File: src/rtl/rf_pkg.sv
// rtl/rf_pkg.sv - shared widths, zero constant and FSM state type for the operand fetch block
package rf_pkg;
    localparam int REG_SIZE   = 32;
    localparam int INDEX_SIZE = 5;
    localparam logic [REG_SIZE-1:0] ZERO = '0;

    typedef enum logic [1:0] {
        IDLE    = 2'd0,
        CAPTURE = 2'd1,
        VALID   = 2'd2
    } state_t;
endpackage

File: src/rtl/rf_operand_fetch_if.sv
// rtl/rf_operand_fetch_if.sv - request, writeback, register-file and operand signals of rf_operand_fetch
interface rf_operand_fetch_if import rf_pkg::*; ();
    logic                  req_valid;
    logic                  req_ready;
    logic [INDEX_SIZE-1:0] req_rs;
    logic [INDEX_SIZE-1:0] req_rt;

    logic                  wb_valid;
    logic [INDEX_SIZE-1:0] wb_addr;
    logic [REG_SIZE-1:0]   wb_data;

    logic                  rf_read_enabled;
    logic [INDEX_SIZE-1:0] rf_read_addr_s;
    logic [INDEX_SIZE-1:0] rf_read_addr_t;
    logic                  rf_write_enabled;
    logic [INDEX_SIZE-1:0] rf_write_addr;
    logic [REG_SIZE-1:0]   rf_write_data;
    logic [REG_SIZE-1:0]   rf_outA;
    logic [REG_SIZE-1:0]   rf_outB;

    logic                  op_valid;
    logic                  op_ready;
    logic [REG_SIZE-1:0]   op_a;
    logic [REG_SIZE-1:0]   op_b;

    modport master (
        output req_valid, req_rs, req_rt, wb_valid, wb_addr, wb_data, rf_outA, rf_outB, op_ready,
        input  req_ready, rf_read_enabled, rf_read_addr_s, rf_read_addr_t,
               rf_write_enabled, rf_write_addr, rf_write_data, op_valid, op_a, op_b
    );

    modport slave (
        input  req_valid, req_rs, req_rt, wb_valid, wb_addr, wb_data, rf_outA, rf_outB, op_ready,
        output req_ready, rf_read_enabled, rf_read_addr_s, rf_read_addr_t,
               rf_write_enabled, rf_write_addr, rf_write_data, op_valid, op_a, op_b
    );
endinterface

File: src/rtl/rf_bypass_sel.sv
// rtl/rf_bypass_sel.sv - per-operand writeback compare and value select (index 0 always reads zero)
module rf_bypass_sel import rf_pkg::*; (
    input  logic [INDEX_SIZE-1:0] i_index,
    input  logic                  i_wb_valid,
    input  logic [INDEX_SIZE-1:0] i_wb_addr,
    input  logic [REG_SIZE-1:0]   i_wb_data,
    input  logic [REG_SIZE-1:0]   i_rf_value,
    output logic                  o_hit,
    output logic [REG_SIZE-1:0]   o_value
);
    assign o_hit   = i_wb_valid && (i_wb_addr == i_index) && (i_index != '0);
    assign o_value = (i_index == '0) ? ZERO : (o_hit ? i_wb_data : i_rf_value);
endmodule

File: src/rtl/rf_operand_fetch.sv
// rtl/rf_operand_fetch.sv - operand fetch from a registered-read register file with writeback bypass
// Define RF_OPERAND_TRACK_EN to keep held operands updated by later writebacks.
module rf_operand_fetch import rf_pkg::*; (
    input logic         clock,
    input logic         reset_n,
    rf_operand_fetch_if.slave bus
);
    state_t                r_state;
    logic                  r_op_valid;
    logic [INDEX_SIZE-1:0] r_rs;
    logic [INDEX_SIZE-1:0] r_rt;
    logic                  r_byp_a;
    logic                  r_byp_b;
    logic [REG_SIZE-1:0]   r_byp_data;
    logic [REG_SIZE-1:0]   r_op_a;
    logic [REG_SIZE-1:0]   r_op_b;

    logic                  w_req_ready;
    logic                  w_accept;
    logic                  w_wb_valid;
    logic [INDEX_SIZE-1:0] w_idx_a;
    logic [INDEX_SIZE-1:0] w_idx_b;
    logic [REG_SIZE-1:0]   w_rf_a;
    logic [REG_SIZE-1:0]   w_rf_b;
    logic                  w_hit_a;
    logic                  w_hit_b;
    logic [REG_SIZE-1:0]   w_val_a;
    logic [REG_SIZE-1:0]   w_val_b;

    assign w_req_ready = reset_n && ((r_state == IDLE) || ((r_state == VALID) && bus.op_ready));
    assign w_accept    = bus.req_valid && w_req_ready;

    assign bus.req_ready        = w_req_ready;
    assign bus.rf_read_enabled  = w_accept;
    assign bus.rf_read_addr_s   = bus.req_rs;
    assign bus.rf_read_addr_t   = bus.req_rt;
    assign bus.rf_write_enabled = bus.wb_valid;
    assign bus.rf_write_addr    = bus.wb_addr;
    assign bus.rf_write_data    = bus.wb_data;
    assign bus.op_valid         = r_op_valid;
    assign bus.op_a             = r_op_a;
    assign bus.op_b             = r_op_b;

    // The selectors compare against the incoming index at accept, otherwise against the held one.
    assign w_idx_a = w_accept ? bus.req_rs : r_rs;
    assign w_idx_b = w_accept ? bus.req_rt : r_rt;
`ifdef RF_OPERAND_TRACK_EN
    assign w_wb_valid = bus.wb_valid;
`else
    assign w_wb_valid = bus.wb_valid && w_accept;
`endif
    assign w_rf_a = (r_state == CAPTURE) ? (r_byp_a ? r_byp_data : bus.rf_outA) : r_op_a;
    assign w_rf_b = (r_state == CAPTURE) ? (r_byp_b ? r_byp_data : bus.rf_outB) : r_op_b;

    rf_bypass_sel u_sel_a (
        .i_index    (w_idx_a),
        .i_wb_valid (w_wb_valid),
        .i_wb_addr  (bus.wb_addr),
        .i_wb_data  (bus.wb_data),
        .i_rf_value (w_rf_a),
        .o_hit      (w_hit_a),
        .o_value    (w_val_a)
    );

    rf_bypass_sel u_sel_b (
        .i_index    (w_idx_b),
        .i_wb_valid (w_wb_valid),
        .i_wb_addr  (bus.wb_addr),
        .i_wb_data  (bus.wb_data),
        .i_rf_value (w_rf_b),
        .o_hit      (w_hit_b),
        .o_value    (w_val_b)
    );

    always_ff @(posedge clock) begin
        if (!reset_n) begin
            r_state    <= IDLE;
            r_op_valid <= 1'b0;
            r_rs       <= '0;
            r_rt       <= '0;
            r_byp_a    <= 1'b0;
            r_byp_b    <= 1'b0;
            r_byp_data <= ZERO;
            r_op_a     <= ZERO;
            r_op_b     <= ZERO;
        end else begin
            if (w_accept) begin
                r_rs       <= bus.req_rs;
                r_rt       <= bus.req_rt;
                r_byp_a    <= w_hit_a;
                r_byp_b    <= w_hit_b;
                r_byp_data <= bus.wb_data;
            end
            case (r_state)
                IDLE: begin
                    if (w_accept) begin
                        r_state <= CAPTURE;
                    end
                end
                CAPTURE: begin
                    r_op_a     <= w_val_a;
                    r_op_b     <= w_val_b;
                    r_op_valid <= 1'b1;
                    r_state    <= VALID;
                end
                VALID: begin
                    if (bus.op_ready) begin
                        r_op_valid <= 1'b0;
                        r_state    <= w_accept ? CAPTURE : IDLE;
                    end else begin
                        // Holds unless writeback tracking is built in.
                        r_op_a <= w_val_a;
                        r_op_b <= w_val_b;
                    end
                end
                default: begin
                    r_op_valid <= 1'b0;
                    r_state    <= IDLE;
                end
            endcase
        end
    end
endmodule

File: src/flat_wrapper.sv
// flat-port wrapper written by rule: the top's interface ports become plain ports
module rf_operand_fetch_flat import rf_pkg::*;
  (clock, reset_n, bus_req_valid, bus_req_rs, bus_req_rt, bus_wb_valid, bus_wb_addr, bus_wb_data, bus_rf_outA, bus_rf_outB, bus_op_ready, bus_req_ready, bus_rf_read_enabled, bus_rf_read_addr_s, bus_rf_read_addr_t, bus_rf_write_enabled, bus_rf_write_addr, bus_rf_write_data, bus_op_valid, bus_op_a, bus_op_b);
  rf_operand_fetch_if bus_i ();
  input logic clock;
  input logic reset_n;
  input wire logic [$bits(bus_i.req_valid)-1:0] bus_req_valid;
  input wire logic [$bits(bus_i.req_rs)-1:0] bus_req_rs;
  input wire logic [$bits(bus_i.req_rt)-1:0] bus_req_rt;
  input wire logic [$bits(bus_i.wb_valid)-1:0] bus_wb_valid;
  input wire logic [$bits(bus_i.wb_addr)-1:0] bus_wb_addr;
  input wire logic [$bits(bus_i.wb_data)-1:0] bus_wb_data;
  input wire logic [$bits(bus_i.rf_outA)-1:0] bus_rf_outA;
  input wire logic [$bits(bus_i.rf_outB)-1:0] bus_rf_outB;
  input wire logic [$bits(bus_i.op_ready)-1:0] bus_op_ready;
  output wire logic [$bits(bus_i.req_ready)-1:0] bus_req_ready;
  output wire logic [$bits(bus_i.rf_read_enabled)-1:0] bus_rf_read_enabled;
  output wire logic [$bits(bus_i.rf_read_addr_s)-1:0] bus_rf_read_addr_s;
  output wire logic [$bits(bus_i.rf_read_addr_t)-1:0] bus_rf_read_addr_t;
  output wire logic [$bits(bus_i.rf_write_enabled)-1:0] bus_rf_write_enabled;
  output wire logic [$bits(bus_i.rf_write_addr)-1:0] bus_rf_write_addr;
  output wire logic [$bits(bus_i.rf_write_data)-1:0] bus_rf_write_data;
  output wire logic [$bits(bus_i.op_valid)-1:0] bus_op_valid;
  output wire logic [$bits(bus_i.op_a)-1:0] bus_op_a;
  output wire logic [$bits(bus_i.op_b)-1:0] bus_op_b;
  assign bus_i.req_valid = bus_req_valid;
  assign bus_i.req_rs = bus_req_rs;
  assign bus_i.req_rt = bus_req_rt;
  assign bus_i.wb_valid = bus_wb_valid;
  assign bus_i.wb_addr = bus_wb_addr;
  assign bus_i.wb_data = bus_wb_data;
  assign bus_i.rf_outA = bus_rf_outA;
  assign bus_i.rf_outB = bus_rf_outB;
  assign bus_i.op_ready = bus_op_ready;
  assign bus_req_ready = bus_i.req_ready;
  assign bus_rf_read_enabled = bus_i.rf_read_enabled;
  assign bus_rf_read_addr_s = bus_i.rf_read_addr_s;
  assign bus_rf_read_addr_t = bus_i.rf_read_addr_t;
  assign bus_rf_write_enabled = bus_i.rf_write_enabled;
  assign bus_rf_write_addr = bus_i.rf_write_addr;
  assign bus_rf_write_data = bus_i.rf_write_data;
  assign bus_op_valid = bus_i.op_valid;
  assign bus_op_a = bus_i.op_a;
  assign bus_op_b = bus_i.op_b;
  rf_operand_fetch u_core (.clock(clock), .reset_n(reset_n), .bus(bus_i));
endmodule
File: config.mk
export PLATFORM = sky130hd
export DESIGN_NAME = rf_operand_fetch_flat
export DESIGN_NICKNAME = d
export VERILOG_FILES = /design/src/rtl/rf_pkg.sv /design/src/rtl/rf_operand_fetch_if.sv /design/src/rtl/rf_bypass_sel.sv /design/src/rtl/rf_operand_fetch.sv /design/src/flat_wrapper.sv
export SDC_FILE = /design/constraint.sdc
export NUM_CORES = 1
export LEC_CHECK = 0
export CAP_MARGIN = 0
export CELL_PAD_IN_SITES_DETAIL_PLACEMENT = 1
export CELL_PAD_IN_SITES_GLOBAL_PLACEMENT = 2
export CORE_ASPECT_RATIO = 0.7
export CORE_UTILIZATION = 27
export DETAILED_ROUTE_END_ITERATION = 10
export HOLD_SLACK_MARGIN = 0.03
export PLACE_DENSITY_LB_ADDON = 0.1
export SLEW_MARGIN = 25
export SYNTH_ARGS = -nofsm -noshare
export SYNTH_HDL_FRONTEND = slang
export SYNTH_SLANG_ARGS = --single-unit
File: constraint.sdc
create_clock -name clock -period 4 [get_ports clock]
set_input_delay 0.6 -clock clock [delete_from_list [all_inputs] [get_ports clock]]
set_output_delay 0.6 -clock clock [all_outputs]
set_load 0.05 [all_outputs]
# ---- Word-level counts from Yosys, hierarchy flattened
# Cells that the tools add are included.
dict set report totals {
  register_bits 111
}
dict set report classes {
  eq_ne 7
  mux 20
  bitwise 1
  n_reduce_logical 18
}
# op n
set op_table {}
lappend op_table {{32-bit 2-to-1 mux} 10}
lappend op_table {{32-bit one-hot mux with 2 select lines} 2}
lappend op_table {{5-bit == test} 2}
lappend op_table {{5-bit logical NOT} 2}
lappend op_table {{5-bit 2-to-1 mux} 2}
lappend op_table {{5-bit nonzero test} 2}
lappend op_table {{1-bit logical AND} 8}
lappend op_table {{2-bit one-hot mux with 3 select lines} 1}
lappend op_table {{2-bit AND reduction} 3}
lappend op_table {{2-bit 2-to-1 mux} 2}
lappend op_table {{2-bit != test, second input constant} 2}
lappend op_table {{1-bit one-hot mux with 3 select lines} 1}
lappend op_table {{2-bit by 1-bit == test with 1-bit output, second input constant} 1}
lappend op_table {{2-bit == test, second input constant} 1}
lappend op_table {{2-bit logical NOT} 1}
lappend op_table {{1-bit 2-to-1 mux} 2}
lappend op_table {{2-bit by 1-bit != test with 1-bit output, second input constant} 1}
lappend op_table {{2-bit nonzero test} 1}
lappend op_table {{1-bit logical OR} 1}
lappend op_table {{1-bit inverter} 1}

# ---- Longest topological paths before layout
dict set report depth {
  ltp_word 13
  depth_mapped 9
  mapped_depth_nobuf 8
}

# ---- Modules after synthesis
# From an unflattened synthesis, not the netlist that was laid out.
dict set report unflattened {
  cells_unflattened 873
  hier_area_um2 7069.3
}
# module n_inst cells_each area_per_inst_um2 seq_area_each_um2
set modules_own_cells {}
lappend modules_own_cells {rf_operand_fetch 1 623 5550.3 2222.1}
lappend modules_own_cells {rf_bypass_sel 2 125 759.5 0.0}

# ---- Worst setup path after synthesis
# No wires, ideal clock.
dict set report synth_path {
  kind {reg-to-output}
  startpoint {register u_core.r_state[0]}
  endpoint {output bus_rf_read_enabled}
  arrival_ns 1.612
  setup_slack_ns 1.788
  path_stages_with_launch 7
  path_buffers 1
  cell_sequence {dfxtp_1 > inv_1 > ha_1 > a21o_4 > nand3_4 > inv_2 > clkbuf_1}
}
dict set report synth_via {
  elab_chain_len 5
  word_cells_on_any_way 6
  classes_between {eq/ne (1); reduce/logical (5)}
}
# item line_no
set synth_lines {}
lappend synth_lines {{start, declared} rf_operand_fetch.sv:8} ;# state_t r_state;
lappend synth_lines {{start signal, assigned} rf_operand_fetch.sv:109} ;# r_state <= w_accept ? CAPTURE : IDLE;
lappend synth_lines {{2-bit == test} rf_operand_fetch.sv:30} ;# assign w_req_ready = reset_n && ((r_state == IDLE) || ((r_state == VALID) && bus.op_ready));
lappend synth_lines {{1-bit logical AND} rf_operand_fetch.sv:30}
lappend synth_lines {{1-bit logical OR (*)} rf_operand_fetch.sv:30}
lappend synth_lines {{1-bit logical AND (*)} rf_operand_fetch.sv:30}
lappend synth_lines {{1-bit logical AND (*)} rf_operand_fetch.sv:31} ;# assign w_accept = bus.req_valid && w_req_ready;
lappend synth_lines {{end, declared} flat_wrapper.sv:17} ;# output wire logic [$bits(bus_i.rf_read_enabled)-1:0] bus_rf_read_enabled;
# Every way passes the cells marked *; elsewhere a longest branch is shown, timed or not.

# ---- Final worst setup path
dict set report layout_path {
  startpoint {input bus_op_ready}
  endpoint {register u_core.r_op_b[1] (netlist: u_core.bus.op_b[1])}
}
dict set report layout_via {
  elab_chain_len 12
  word_cells_on_any_way 17
  classes_between {eq/ne (2); mux (5); reduce/logical (10)}
}
# item line_no
set layout_lines {}
lappend layout_lines {{start, declared} flat_wrapper.sv:15} ;# input wire logic [$bits(bus_i.op_ready)-1:0] bus_op_ready;
lappend layout_lines {{1-bit logical AND} rf_operand_fetch.sv:30}
lappend layout_lines {{1-bit logical OR} rf_operand_fetch.sv:30}
lappend layout_lines {{1-bit logical AND} rf_operand_fetch.sv:30}
lappend layout_lines {{1-bit logical AND} rf_operand_fetch.sv:31}
lappend layout_lines {{5-bit 2-to-1 mux} rf_operand_fetch.sv:46} ;# assign w_idx_b = w_accept ? bus.req_rt : r_rt;
lappend layout_lines {{5-bit == test} rf_bypass_sel.sv:11} ;# assign o_hit = i_wb_valid && (i_wb_addr == i_index) && (i_index != '0);
lappend layout_lines {{1-bit logical AND (2 in series)} rf_bypass_sel.sv:11}
lappend layout_lines {{32-bit 2-to-1 mux (2 in series)} rf_bypass_sel.sv:12} ;# assign o_value = (i_index == '0) ? ZERO : (o_hit ? i_wb_data : i_rf_value);
lappend layout_lines {{32-bit 2-to-1 mux} rf_operand_fetch.sv:107} ;# if (bus.op_ready) begin
lappend layout_lines {{32-bit one-hot mux with 2 select lines} rf_operand_fetch.sv:94} ;# case (r_state)
lappend layout_lines {{end signal, assigned} rf_operand_fetch.sv:102} ;# r_op_b <= w_val_b;
lappend layout_lines {{end signal, assigned} rf_operand_fetch.sv:113} ;# r_op_b <= w_val_b;
lappend layout_lines {{end, declared} rf_operand_fetch.sv:16} ;# logic [REG_SIZE-1:0] r_op_b;
# Parallel ways exist; a longest one is shown, timed or not. The select of a mux whose other input is x is not followed.
# A chain may end at the register's enable or synchronous reset.

==> run metrics <==
status finished clean; CP max FO 19; Hold WS around 0.46 ns; post-synth top area share between 30% and 40%; Clock Sinks 111; GPL Wtd Cong 0.773; synth top area cells dfxtp_1, mux2i_1, nand2_1; drc violations 0; asr flop ratio synth 0%; first-pass GRT wire length roughly 35000 µm; hold path depth 2; post-detail-place hpwl 15600 µm; share of cells above drive strength 1 9.41%; endpoints failing setup 0; post-route insts no fill 1112; Final Max Tran Viols 0; vias per std cell about 5.0; fin util ~40%; Seq cells post-synth roughly 110; GRT overflow 0; FP Rows 45; area of the multi-input gates 0.00317 mm²; endpoint type of the worst setup path flop; Hold Path Sink u_core.r_rt[0]$_SDFF_PN0_; crit path kind in2reg; Final Hold Viols 0; Period minus WS final 2.98 ns; Startpoint Class input port; worst-margin pin slew approximately 0.72 ns; top post-synthesis cells by count nand2_1, dfxtp_1, mux2i_1; Boundary Pins between 200 and 250; number of global-route vias before repair 5823; fin area approximately 0.0086 mm²; FF-to-FF End u_core.bus.op_b[1]$_SDFFE_PN0P_; Clk network pwr share roughly 34%; setup repair bufs after CTS 0; Seq/Total Area, Yosys 37.0%; LEAKAGE 3.26 nW; number of fillers in the final layout approximately 2500; largest net degree at the start of global routing 38; Die Y between 100 and 150 µm; Clock Path Buffers 2; R2R cell count 8; Post-DP Area slightly above 0.008 mm²; internal power approximately 2.0 mW; worst endpoint required time around 4.2 ns; Worst Hold Launch u_core.r_rt[0]$_SDFF_PN0_; R2R Setup Slk between 1 and 1.5 ns; peak supply drop approximately 0.21 mV; post-route ant nets 0; Gate power share between 20% and 30%; Setup TNS 0 ns; DRT Wirelength around 23000 µm; count leader, synth nand2_1; CTS tree done; Starting Density 27.6%; Flop pwr share 41.7%; Synth cell types 38; Switching Share around 31%; TritonCTS Buffers 9; RSZ-0062 raised after global routing false; CTS Root Cell clkbuf_16; full die area between 0.02 and 0.025 mm²; Ys Warns 0; Max Freq approximately 0.34 GHz; Post-synth EDFFs 0; Reg2Reg Launch Point u_core.r_state[0]$_SDFFE_PN0P_; Post-CTS Resized 0; Buffers on Ports 230; core area ~0.022 mm²; Top FF cell, synth dfxtp_1; Pwr per Cell Area approximately 330 mW/mm²; WL per Instance 20.6 µm; Synth Area per Inst ~9 µm²; Iteration-0 DRC Markers roughly 230; area leader, netlist dfxtp_1; 1st-pass router iterations 4; Vias approximately 5600; CP Data Arrival Time between 3 and 4 ns; max_cap viols 0; P&R area growth vs syn 42.9%; Setup Skew 0.0132 ns; Worst-path clk slew roughly 0.07 ns; post-synth net total approximately 790; total power about 2.8 mW; H-Tree Level Count 3; Final WS setup 1.02 ns; cells after synthesis 668; Post-Syn Area between 0.006 and 0.007 mm²; DP Cell Count ~1100; Hold-fix buffers, CTS 0; die width about 180 µm; worst min-delay path class reg2reg; initial antenna violation count 1; Overall Global Routing Usage between 20 and 25%; Net Switching 0.877 mW; Register Area around 0.0022 mm²; worst skew pair latency 0.35 ns; Slew HR ~52%; dpl ws ~0.6 ns; period utilization between 70 and 80%; nets@finish about 950
[critical path, cell delays in order]
cell and delay [ns]:
clkdlybuf4s50_1 0.54, a21o_4 0.17, nand3_4 0.20, or4_2 1.09, buf_12 0.31, mux2i_1 0.18, o2bb2ai_1 0.09
[worst max-delay path by stage]
stage | from | to | slack, ns
finish | bus_op_ready | u_core.bus.op_b[1]$_SDFFE_PN0P_ | 1.02
global route | bus_op_ready | u_core.bus.op_b[18]$_SDFFE_PN0P_ | 0.91
CTS | bus_op_ready | bus_rf_read_enabled | 0.99
detailed placement | bus_op_ready | u_core.bus.op_b[1]$_SDFFE_PN0P_ | 0.62
global placement | bus_op_ready | u_core.bus.op_a[16]$_SDFFE_PN0P_ | 0.36
floorplan | u_core.r_state[0]$_SDFFE_PN0P_ | bus_rf_read_enabled | 1.79
[power by group through the flow]
stage | Sequential [mW] | Clock (mW) | Combinational (mW)
finish | 1.18 | 0.964 | 0.688
CTS | 1.18 | 0.998 | 0.694
global route | 1.19 | 1.04 | 0.734
floorplan | 1.22 | 0 | 0.385
detailed placement | 1.21 | 0 | 0.692
global placement | 1.21 | 0 | 0.682
[kinds of logic (layout without fill, tap and decap cells)]
group | Yosys count | in the layout | share of synthesized area, %
AO/OA/AOI/OAI | 87 | 87 | 12.7
AND/OR/NAND/NOR | 249 | 249 | 19.9
other | 0 | 1 | 0
flip-flops | 111 | 111 | 37.0
XOR/XNOR | 10 | 10 | 1.46
adder cells (fa/ha/maj) | 4 | 4 | 0.833
buffers and inverters | 107 | 268 | 10.7
multiplexers | 100 | 100 | 17.4
[metal layers]
| metal | GRT usage, % | routed length, µm |
|---|---|---|
| met1 | 27.3 | 11300 |
| met2 | 31.9 | 10000 |
| met4 | 3.82 | 170 |
| met3 | 5.46 | 1410 |
| met5 | 0 | 0 |
[registers in the layout (all words and copies together) (netlist names)]
register and cells:
u_core.bus.op_a 32, u_core.bus.op_b 32, u_core.bus.op_valid 1, u_core.r_byp_a 1
u_core.r_byp_b 1, u_core.r_byp_data 32, u_core.r_rs 5, u_core.r_rt 5
u_core.r_state 2
[layout make-up]
cell class | instances | share of cell area [%]
inverter | 5 | 0.219
timing repair buffer | 248 | 29.2
sequential | 111 | 25.9
antenna | 1 | 0.0292
clock inverter | 2 | 0.452
tap | 282 | 4.11
clock buffer | 13 | 3.15
multi-input combinational | 450 | 36.9
[placed cells by master (no fill, tap or decap), types with 3 or more instances in the layout]
cell type and n:
nor4_1 31, nor2b_1 34, nand3_1 35, a221o_1 31, clkbuf_8 3, nand2_1 125, buf_4 13, a21oi_1 15
dfxtp_1 109, buf_12 3, clkdlybuf4s50_1 228, xnor2_1 10, mux2_2 31, nor3_1 3, inv_1 4, clkbuf_16 9
mux2i_1 67, o2bb2ai_1 32, nor2_1 10, ha_1 3
(Power assumes the default switching activity.)
